<file path="config.mk">
export PLATFORM = sky130hd
export DESIGN_NAME = key_counter_disp
export DESIGN_NICKNAME = d
export VERILOG_FILES = /design/src/rtl/key_counter_disp.sv
export SDC_FILE = /design/constraint.sdc
export NUM_CORES = 1
export LEC_CHECK = 0
export ABC_CLOCK_PERIOD_IN_PS = 3700
export BUFFER_PORTS_ARGS = -buffer_cell sky130_fd_sc_hd__buf_4
export CAP_MARGIN = 10
export CORE_MARGIN = 2
export CORE_UTILIZATION = 49
export DETAILED_ROUTE_END_ITERATION = 10
export PLACE_DENSITY = 0.72
export SLEW_MARGIN = 20
export SYNTH_ARGS = -nofsm -noshare
export SYNTH_HDL_FRONTEND = slang
export SYNTH_SLANG_ARGS = --single-unit
</file>
<file path="constraint.sdc">
create_clock -name i_clk -period 3.7 [get_ports i_clk]
set_input_delay 0.925 -clock i_clk [delete_from_list [all_inputs] [get_ports i_clk]]
set_output_delay 0.925 -clock i_clk [all_outputs]
set_load 0.005 [all_outputs]
</file>
<file path="src/rtl/key_counter_disp.sv">
// Debounced pushbutton step counter with per-digit 7-segment display (hex or BCD digits).
// Optional auto-repeat while the key is held is built when KEYCNT_REPEAT_EN is defined.
module key_counter_disp #(
  parameter int unsigned NUM_DIGITS    = 2,
  parameter int unsigned DEB_CYCLES    = 16,
  parameter int unsigned BCD           = 0,
  parameter int unsigned REPEAT_DELAY  = 64,
  parameter int unsigned REPEAT_PERIOD = 16
) (
  input  logic                    i_clk,
  input  logic                    i_rst,
  input  logic                    i_key,
  input  logic                    i_dir,
  input  logic                    i_clr,
  output logic [4*NUM_DIGITS-1:0] o_count,
  output logic [7*NUM_DIGITS-1:0] o_seg,
  output logic                    o_wrap
);

  localparam int unsigned CNT_W = 4 * NUM_DIGITS;
  localparam int unsigned SEG_W = 7 * NUM_DIGITS;
  localparam int unsigned DEB_W = $clog2(DEB_CYCLES);
  localparam logic [DEB_W-1:0] DEB_LAST = DEB_W'(DEB_CYCLES - 1);
  localparam logic [3:0] DIG_MAX = (BCD != 0) ? 4'd9 : 4'd15;
  localparam logic [6:0] SEG_ZERO = 7'b1000000;

`ifdef KEYCNT_REPEAT_EN
  localparam int unsigned RPT_MAX = (REPEAT_DELAY > REPEAT_PERIOD) ? REPEAT_DELAY : REPEAT_PERIOD;
  localparam int unsigned RPT_W = $clog2(RPT_MAX + 1);
  localparam logic [RPT_W-1:0] DELAY_LAST  = RPT_W'(REPEAT_DELAY - 1);
  localparam logic [RPT_W-1:0] PERIOD_LAST = RPT_W'(REPEAT_PERIOD - 1);
  typedef enum logic [1:0] {ST_IDLE, ST_HELD, ST_REPEAT} state_t;
  logic [RPT_W-1:0] rpt_cnt_q;
`else
  typedef enum logic {ST_IDLE, ST_HELD} state_t;
`endif

  state_t             state_q;
  logic [1:0]         sync_q;
  logic [DEB_W-1:0]   deb_cnt_q;
  logic               lvl_q;
  logic               lvl_prev_q;
  logic               step_q;
  logic [CNT_W-1:0]   count_q;
  logic [CNT_W-1:0]   count_d;
  logic               wrap_d;
  logic [SEG_W-1:0]   seg_q;
  logic               wrap_q;
  logic               key_s;
  logic               press_c;

  assign key_s   = sync_q[1];
  assign press_c = lvl_prev_q & ~lvl_q;

  function automatic logic [6:0] seg_enc(input logic [3:0] d);
    case (d)
      4'h0: seg_enc = 7'b1000000;
      4'h1: seg_enc = 7'b1111001;
      4'h2: seg_enc = 7'b0100100;
      4'h3: seg_enc = 7'b0110000;
      4'h4: seg_enc = 7'b0011001;
      4'h5: seg_enc = 7'b0010010;
      4'h6: seg_enc = 7'b0000010;
      4'h7: seg_enc = 7'b1111000;
      4'h8: seg_enc = 7'b0000000;
      4'h9: seg_enc = 7'b0010000;
      4'hA: seg_enc = 7'b0001000;
      4'hB: seg_enc = 7'b0000011;
      4'hC: seg_enc = 7'b1000110;
      4'hD: seg_enc = 7'b0100001;
      4'hE: seg_enc = 7'b0000110;
      default: seg_enc = 7'b0001110;
    endcase
  endfunction

  // Synchroniser and debouncer; idle level is high (key released)
  always_ff @(posedge i_clk or negedge i_rst) begin
    if (!i_rst) begin
      sync_q     <= 2'b11;
      deb_cnt_q  <= '0;
      lvl_q      <= 1'b1;
      lvl_prev_q <= 1'b1;
    end else begin
      sync_q     <= {sync_q[0], i_key};
      lvl_prev_q <= lvl_q;
      if (key_s != lvl_q) begin
        if (deb_cnt_q == DEB_LAST) begin
          lvl_q     <= key_s;
          deb_cnt_q <= '0;
        end else begin
          deb_cnt_q <= deb_cnt_q + DEB_W'(1);
        end
      end else begin
        deb_cnt_q <= '0;
      end
    end
  end

  // Step FSM; a debounced release always returns to IDLE before any repeat step
  always_ff @(posedge i_clk or negedge i_rst) begin
    if (!i_rst) begin
      state_q   <= ST_IDLE;
      step_q    <= 1'b0;
`ifdef KEYCNT_REPEAT_EN
      rpt_cnt_q <= '0;
`endif
    end else begin
      step_q <= 1'b0;
      case (state_q)
        ST_IDLE: begin
          if (press_c) begin
            state_q   <= ST_HELD;
            step_q    <= 1'b1;
`ifdef KEYCNT_REPEAT_EN
            rpt_cnt_q <= '0;
`endif
          end
        end
        ST_HELD: begin
          if (lvl_q) begin
            state_q <= ST_IDLE;
`ifdef KEYCNT_REPEAT_EN
          end else if (rpt_cnt_q == DELAY_LAST) begin
            state_q   <= ST_REPEAT;
            step_q    <= 1'b1;
            rpt_cnt_q <= '0;
          end else begin
            rpt_cnt_q <= rpt_cnt_q + RPT_W'(1);
`endif
          end
        end
`ifdef KEYCNT_REPEAT_EN
        ST_REPEAT: begin
          if (lvl_q) begin
            state_q <= ST_IDLE;
          end else if (rpt_cnt_q == PERIOD_LAST) begin
            step_q    <= 1'b1;
            rpt_cnt_q <= '0;
          end else begin
            rpt_cnt_q <= rpt_cnt_q + RPT_W'(1);
          end
        end
`endif
        default: state_q <= ST_IDLE;
      endcase
    end
  end

  // Ripple carry/borrow across digits; a carry out of the top digit is a wrap
  always_comb begin
    logic [3:0] dig;
    logic       carry;
    count_d = count_q;
    carry   = 1'b1;
    dig     = 4'd0;
    for (int k = 0; k < int'(NUM_DIGITS); k++) begin
      dig = count_q[4*k +: 4];
      if (carry) begin
        if (i_dir) begin
          if (dig == DIG_MAX) begin
            count_d[4*k +: 4] = 4'd0;
          end else begin
            count_d[4*k +: 4] = dig + 4'd1;
            carry = 1'b0;
          end
        end else begin
          if (dig == 4'd0) begin
            count_d[4*k +: 4] = DIG_MAX;
          end else begin
            count_d[4*k +: 4] = dig - 4'd1;
            carry = 1'b0;
          end
        end
      end
    end
    wrap_d = carry;
  end

  always_ff @(posedge i_clk or negedge i_rst) begin
    if (!i_rst) begin
      count_q <= '0;
      wrap_q  <= 1'b0;
    end else begin
      wrap_q <= 1'b0;
      if (i_clr) begin
        count_q <= '0;
      end else if (step_q) begin
        count_q <= count_d;
        wrap_q  <= wrap_d;
      end
    end
  end

  always_ff @(posedge i_clk or negedge i_rst) begin
    if (!i_rst) begin
      seg_q <= {NUM_DIGITS{SEG_ZERO}};
    end else begin
      for (int k = 0; k < int'(NUM_DIGITS); k++) begin
        seg_q[7*k +: 7] <= seg_enc(count_q[4*k +: 4]);
      end
    end
  end

  assign o_count = count_q;
  assign o_seg   = seg_q;
  assign o_wrap  = wrap_q;

endmodule

</file>
After elaboration in Yosys (flattened, before gate mapping)
Memory sizes are Yosys's and may differ from the RTL's. A register that Yosys moved wholly into a read port is not among the register bits.
Index checks and enable logic that the tools add are counted.
{"block": "classes", "n_bitwise": 3, "n_addsub": 5, "n_mux": 24, "n_reduce_logical": 8, "eq_ne": 4}
{"cell": "4-bit 2-to-1 mux", "count": 9}
{"cell": "8-bit 2-to-1 mux", "count": 2}
{"cell": "4-bit by 1-bit adder with 4-bit output (second input constant)", "count": 3}
{"cell": "4-bit == test (second input constant)", "count": 3}
{"cell": "1-bit 2-to-1 mux", "count": 12}
{"cell": "4-bit logical NOT", "count": 2}
{"cell": "4-bit by 1-bit subtractor with 4-bit output (second input constant)", "count": 2}
{"cell": "2-bit AND reduction", "count": 2}
{"cell": "2-bit nonzero test", "count": 2}
{"cell": "1-bit logical NOT", "count": 2}
{"cell": "1-bit NOT", "count": 2}
{"cell": "1-bit one-hot mux with 2 select lines", "count": 1}
{"cell": "1-bit bitwise AND", "count": 1}
{"cell": "1-bit inequality test", "count": 1}
{"block": "totals", "output_inout_bits": 23, "register_bits": 19, "memories": 2, "input_bits": 5, "romBits": 224, "wordCells": 55}
{"name": "(name not given)", "words": 16, "width": 7, "rd": 1, "rd_ports_with_merged_regs": 1, "write_ports": 0, "line": "56", "text": "case (d)"}
{"name": "(name not given)", "words": 16, "width": 7, "rd": 1, "rd_ports_with_merged_regs": 1, "write_ports": 0, "line": "56"}

Longest topological paths before layout
{"block": "logic_depth", "word_depth": 6, "depth_mapped": 7}

Least setup slack after synthesis
Ideal clock, no wire load.
{"block": "synth_path", "path_type": "input -> register", "from": "in i_dir", "to": "reg count_q[5], in the netlist o_count[5]", "setup_ps": 132, "path_slack_ps": 1756, "n_path_buf": 1, "arrival_time_ps": 1813, "stages": 5, "cell_sequence": "buf_4 > nor4b_4 > o21ai_2 > nor4_1 > a211oi_1"}
{"block": "synth_between", "elab_chain_cells": 4, "word_cells_on_any_way": 7, "classes_between": "5 x mux; 2 x reduce/logical"}
{"element": "start, declared", "line": "13", "text": "input logic i_dir,"}
{"element": "4-bit 2-to-1 mux", "line": "159", "text": "if (i_dir) begin"}
{"element": "4-bit 2-to-1 mux", "line": "158", "text": "if (carry) begin"}
{"element": "8-bit 2-to-1 mux", "line": "187", "text": "end else if (step_q) begin"}
{"element": "8-bit 2-to-1 mux", "line": "185", "text": "if (i_clr) begin"}
{"element": "end signal, assigned", "line": "188", "text": "count_q <= count_d;"}
{"element": "end, declared", "line": "44", "text": "logic [CNT_W-1:0] count_q;"}
Parallel ways exist; a longest one is shown, timed or not. The select of a mux whose other input is x is not followed.
A chain may end at the register's enable or synchronous reset.

Worst setup path in the final report
{"block": "layout_path", "from": "reg count_q[2], in the netlist o_count[2]", "to": "out o_count[2]"}
{"element": "end, declared", "line": "15", "text": "output logic [4*NUM_DIGITS-1:0] o_count,"}
No word-level cell between the ends.

==> results.md <==
STA:
- In the finished design, the share of the clock period the worst path needs comes to 60.53%.
- The count of pins over their slew limit is 0.
- The hold violation total from the final report is 0.
- The upper clock frequency limit is 0.4465 GHz.
- The setup clock skew after layout is 0.005616 ns.
- The number of setup violations in the final report is 0.
- Measured against its own limit, the worst slew margin works out to 52.68%.
- Setup repair after global routing left no endpoint under its margin.
- The worst path needs 2.240 ns of the cycle, external delays included.
- The actual slew at the worst max-slew pin is 0.7098 ns.
- Setup total negative slack on the finished layout was measured at 0 ns.

Worst setup path:
- STA classifies the critical path endpoint as an output pin.
- Data arrives at the worst endpoint at 1.31 ns.
- Among all stages on the critical path, the largest delay is contributed by dfrtp_1.
- The number of buffers and inverters on the critical path is 1.
- The kind of cell adding the most delay to the critical path is flip-flops.
- In this run the worst path has a maximum fanout of 25.
- Data on the critical path is required at its endpoint by 2.77 ns.
- Walking the worst path, the cells encountered are buf_4.
- The largest stage delay on the critical path is 0.80 ns.
- The sort of element at the start of the critical path is a flop.
- The category of the critical setup timing path is reg2out.

Synthesis:
- The number of register bits inferred by synthesis is 33.
- The sequential cell area fraction in the yosys report is 44.94%.
- The most common cell in the netlist is dfrtp_1.
- Summing the areas of all xor and xnor instances in the mapped netlist gives 1.417% of the synthesized area.
- The fraction of post-synthesis cell area in the top cell type by area is 36.44%.
- By area, the combinational part of the netlist is dominated by compound AO/OA/AOI/OAI gates.
- The area of the mapped netlist is 1854 µm².
- Measured against the total synthesized area, the mux share comes to 4.791%.
- The count of yosys warnings during synthesis is 0.
- In the synthesized netlist the async set-or-reset flop fraction comes to 100.0%.
- Summing the areas of all compound-gate instances in the mapped netlist gives 17.75% of the synthesized area.
- The distinct cell type count of the synthesized netlist is 49.
- Counting instances in the post-synthesis netlist gives the leading cell types as dfrtp_1, o21ai_0, nand2_1.
- Synthesis produced a netlist with a net count of 202.
- The synthesized netlist devotes 8.772% of its cell area to adder and majority cells.
- The synthesized design contains 0 enable-type register cells.
- In the post-synthesis netlist, the biggest area contributors are dfrtp_1, ha_1, dfstp_2, o21ai_0, nand2_1.
- The mean cell area of the mapped netlist is 10.08 µm².
- The number of cells produced by synthesis is 184.
- Summed over all instances, the cell type with the most area after synthesis is dfrtp_1.
- After Yosys synthesis, and, or, nand and nor cells account for 17.14% of the synthesized area.
- The leading register cell type out of synthesis is dfrtp_1.

Finish:
- At the end of the flow, the number of nets in the layout was 226.
- Summing all multi-input logic gate instances after layout gives 924.6 µm².
- The number of inserted filler cells in the final layout is 322.
- The post-synthesis to final-layout area growth is 17.48%.
- In the final layout, flip-flops and latches occupy 833.3 µm².
- The post-route netlist has 23.44% of its cells at a drive strength greater than 1.
- The number of antenna diodes in the final layout is 0.

Detailed routing:
- The detailed route wirelength on metal3 is 150 µm.
- The antenna violation net count after detailed routing is 0.
- The met2 wire length is 1836 µm.
- The first detailed-routing pass took 4 iterations.
- For this run, design rule violations remaining after detail routing come to 0.
- The highest routed metal layer is met4.
- The overall via count from detail_route is 1430.
- The number of violations reported at the end of detailed-routing iteration 0 is 49.
- Dividing the detail-routed wire length by the instance count gives 14.60 µm.
- After detailed routing, the number of vias per cell comes to 5.564.
- The met1 routed wirelength after detailed routing is 1713 µm.
- The total wire length is 3751 µm.

GRT:
- The first-pass GRT wire length is 6361 µm.
- The initial antenna violation count is 0.
- The total congestion overflow is 0.
- For this run, the total global-route usage over all layers was measured as 19.50%.
- The via count of the first global-routing pass is 1361.
- The maximum number of pins on one net before global-route repair is 34.

Clocking:
- In this run, post-CTS repair resized a total of 0 instances.
- The number of buffers inserted for hold repair after clock tree synthesis is 0.
- The H-tree generated during clock tree synthesis spans 2 levels.
- The TritonCTS clock tree is built.
- The number of clock sinks seen by CTS is 33.
- Counting the buffers created by CTS gives 5.
- The root buffer cell is clkbuf_8.
- The longest clock path from root to sink contains 2 buffers.
- The clock latency on the worst-skew pair is 0.28 ns.
- Clock-pin slew was measured on the worst setup and hold paths at 0.07 ns.
- The post-CTS setup repair buffer count is 0.

Floorplan:
- The die is 65.52 µm wide.
- The row count is 22.
- From bottom edge to top edge, the die measures 65.52 µm.
- The initial standard-cell utilization of the core is 50.65%.
- The floorplan step defined a die boundary enclosing 4292 µm².
- The total core area is 3661 µm².
- The count of pins on the block boundary is 28.

Outcome:
- The flow ran to the end, and the final reports show no timing, DRC or antenna violations.

Power and ir drop:
- The total design power is 0.7452 mW.
- The power density over the cells is 342.1 nW/µm².
- The maximum vdd drop is 359.7 µV.
- Summed over all cells, the static leakage comes to 1.016 nW.

Placed design:
- The final weighted congestion of routability-driven global placement is 0.8236.
- The quantity of I/O buffers inserted on ports is 27.
- The sum of net half-perimeters after detailed placement is 2591 µm.

Run:
- Max-cap violations in this run came to 0.

Hold path:
- The tightest min-delay check is of the reg2reg type.
power by group:
part           switching [mW]  total [mW]  internal (mW)
combinational          0.0177      0.0291         0.0115
sequential            0.00423       0.371          0.366
clock                   0.126       0.345          0.219
total                   0.148       0.745          0.597
cells in the final DEF (no fill, tap or decap), types with 2 or more instances in the layout:
master    instances
nor2b_1           6
nor2_1           10
buf_4            27
inv_1            10
xnor2_1           3
or3_1             2
mux2_2            2
a21oi_1           9
nand2b_1          5
o21bai_1          2
nand2_1          14
a31oi_1           3
clkbuf_8          6
o221ai_1          2
dfstp_2           6
dfrtp_1          27
nand3_1           4
mux2i_1           4
a21oi_2           2
o22ai_1           4
nor3b_1           3
nor3_1            3
o21ai_0          17
ha_1             13
a211oi_1          2
logic make-up (layout without fill, tap and decap cells):
kind of cell             Yosys count  in the layout
AO/OA/AOI/OAI                     51             51
multiplexers                       7              7
flip-flops                        33             33
XOR/XNOR                           3              3
AND/OR/NAND/NOR                   56             56
buffers and inverters             21             46
adder cells (fa/ha/maj)           13             13
worst paths after layout:
| path | start | endpoint | slack [ns] | depth (start not counted) |
|---|---|---|---|---|
| min in group asynchronous | i_rst | o_count[0] | 0.57 | 1 |
| max reg2reg | o_count[0] | o_count[5] | 1.71 | 6 |
| max | o_count[2] | o_count[2] | 1.46 | 1 |
| max in group asynchronous | i_rst | sync_q[0] | 2.79 | 1 |
| min | sync_q[0] | sync_q[1] | 0.36 | 0 |
| min reg2reg | sync_q[0] | sync_q[1] | 0.36 | 0 |
layout make-up:
| class | instances | share of cell area, % |
|---|---|---|
| clock buffers | 7 | 3.963 |
| clock inverters | 1 | 1.379 |
| inverters | 11 | 1.895 |
| multi-input cells | 130 | 42.45 |
| flip-flops and latches | 33 | 38.25 |
| well taps | 48 | 2.757 |
| repair buffers | 27 | 9.305 |
registers in the layout, summed over array words and instances (netlist names), 2 cells and up:
register   flops
o_seg         14
o_count        8
deb_cnt_q      4
sync_q         2
through the flow:
step / instance area [µm²] / cells / hold slack (ns) / util [%] / worst slack, ns
2_1_floorplan: 1854 / 184 / 0.3452 / - / 1.756
3_3_place_gp: 2062 / 249 / 0.3514 / 56.32 / 1.674
3_5_place_dp: 2062 / 249 / 0.3532 / 56.32 / 1.596
4_1_cts: 2178 / 257 / 0.3653 / 59.50 / 1.465
5_1_grt: 2178 / 257 / 0.3678 / 59.50 / 1.384
6_report: 2178 / 257 / 0.3619 / 59.50 / 1.460
per-layer routing:
metal,vias to the layer above,track usage (%)
met5,-,0
met4,0,5.729
met3,6,5.651
met2,34,32.65
met1,685,24.50
li1,705,-
(Power assumes the default switching activity.)
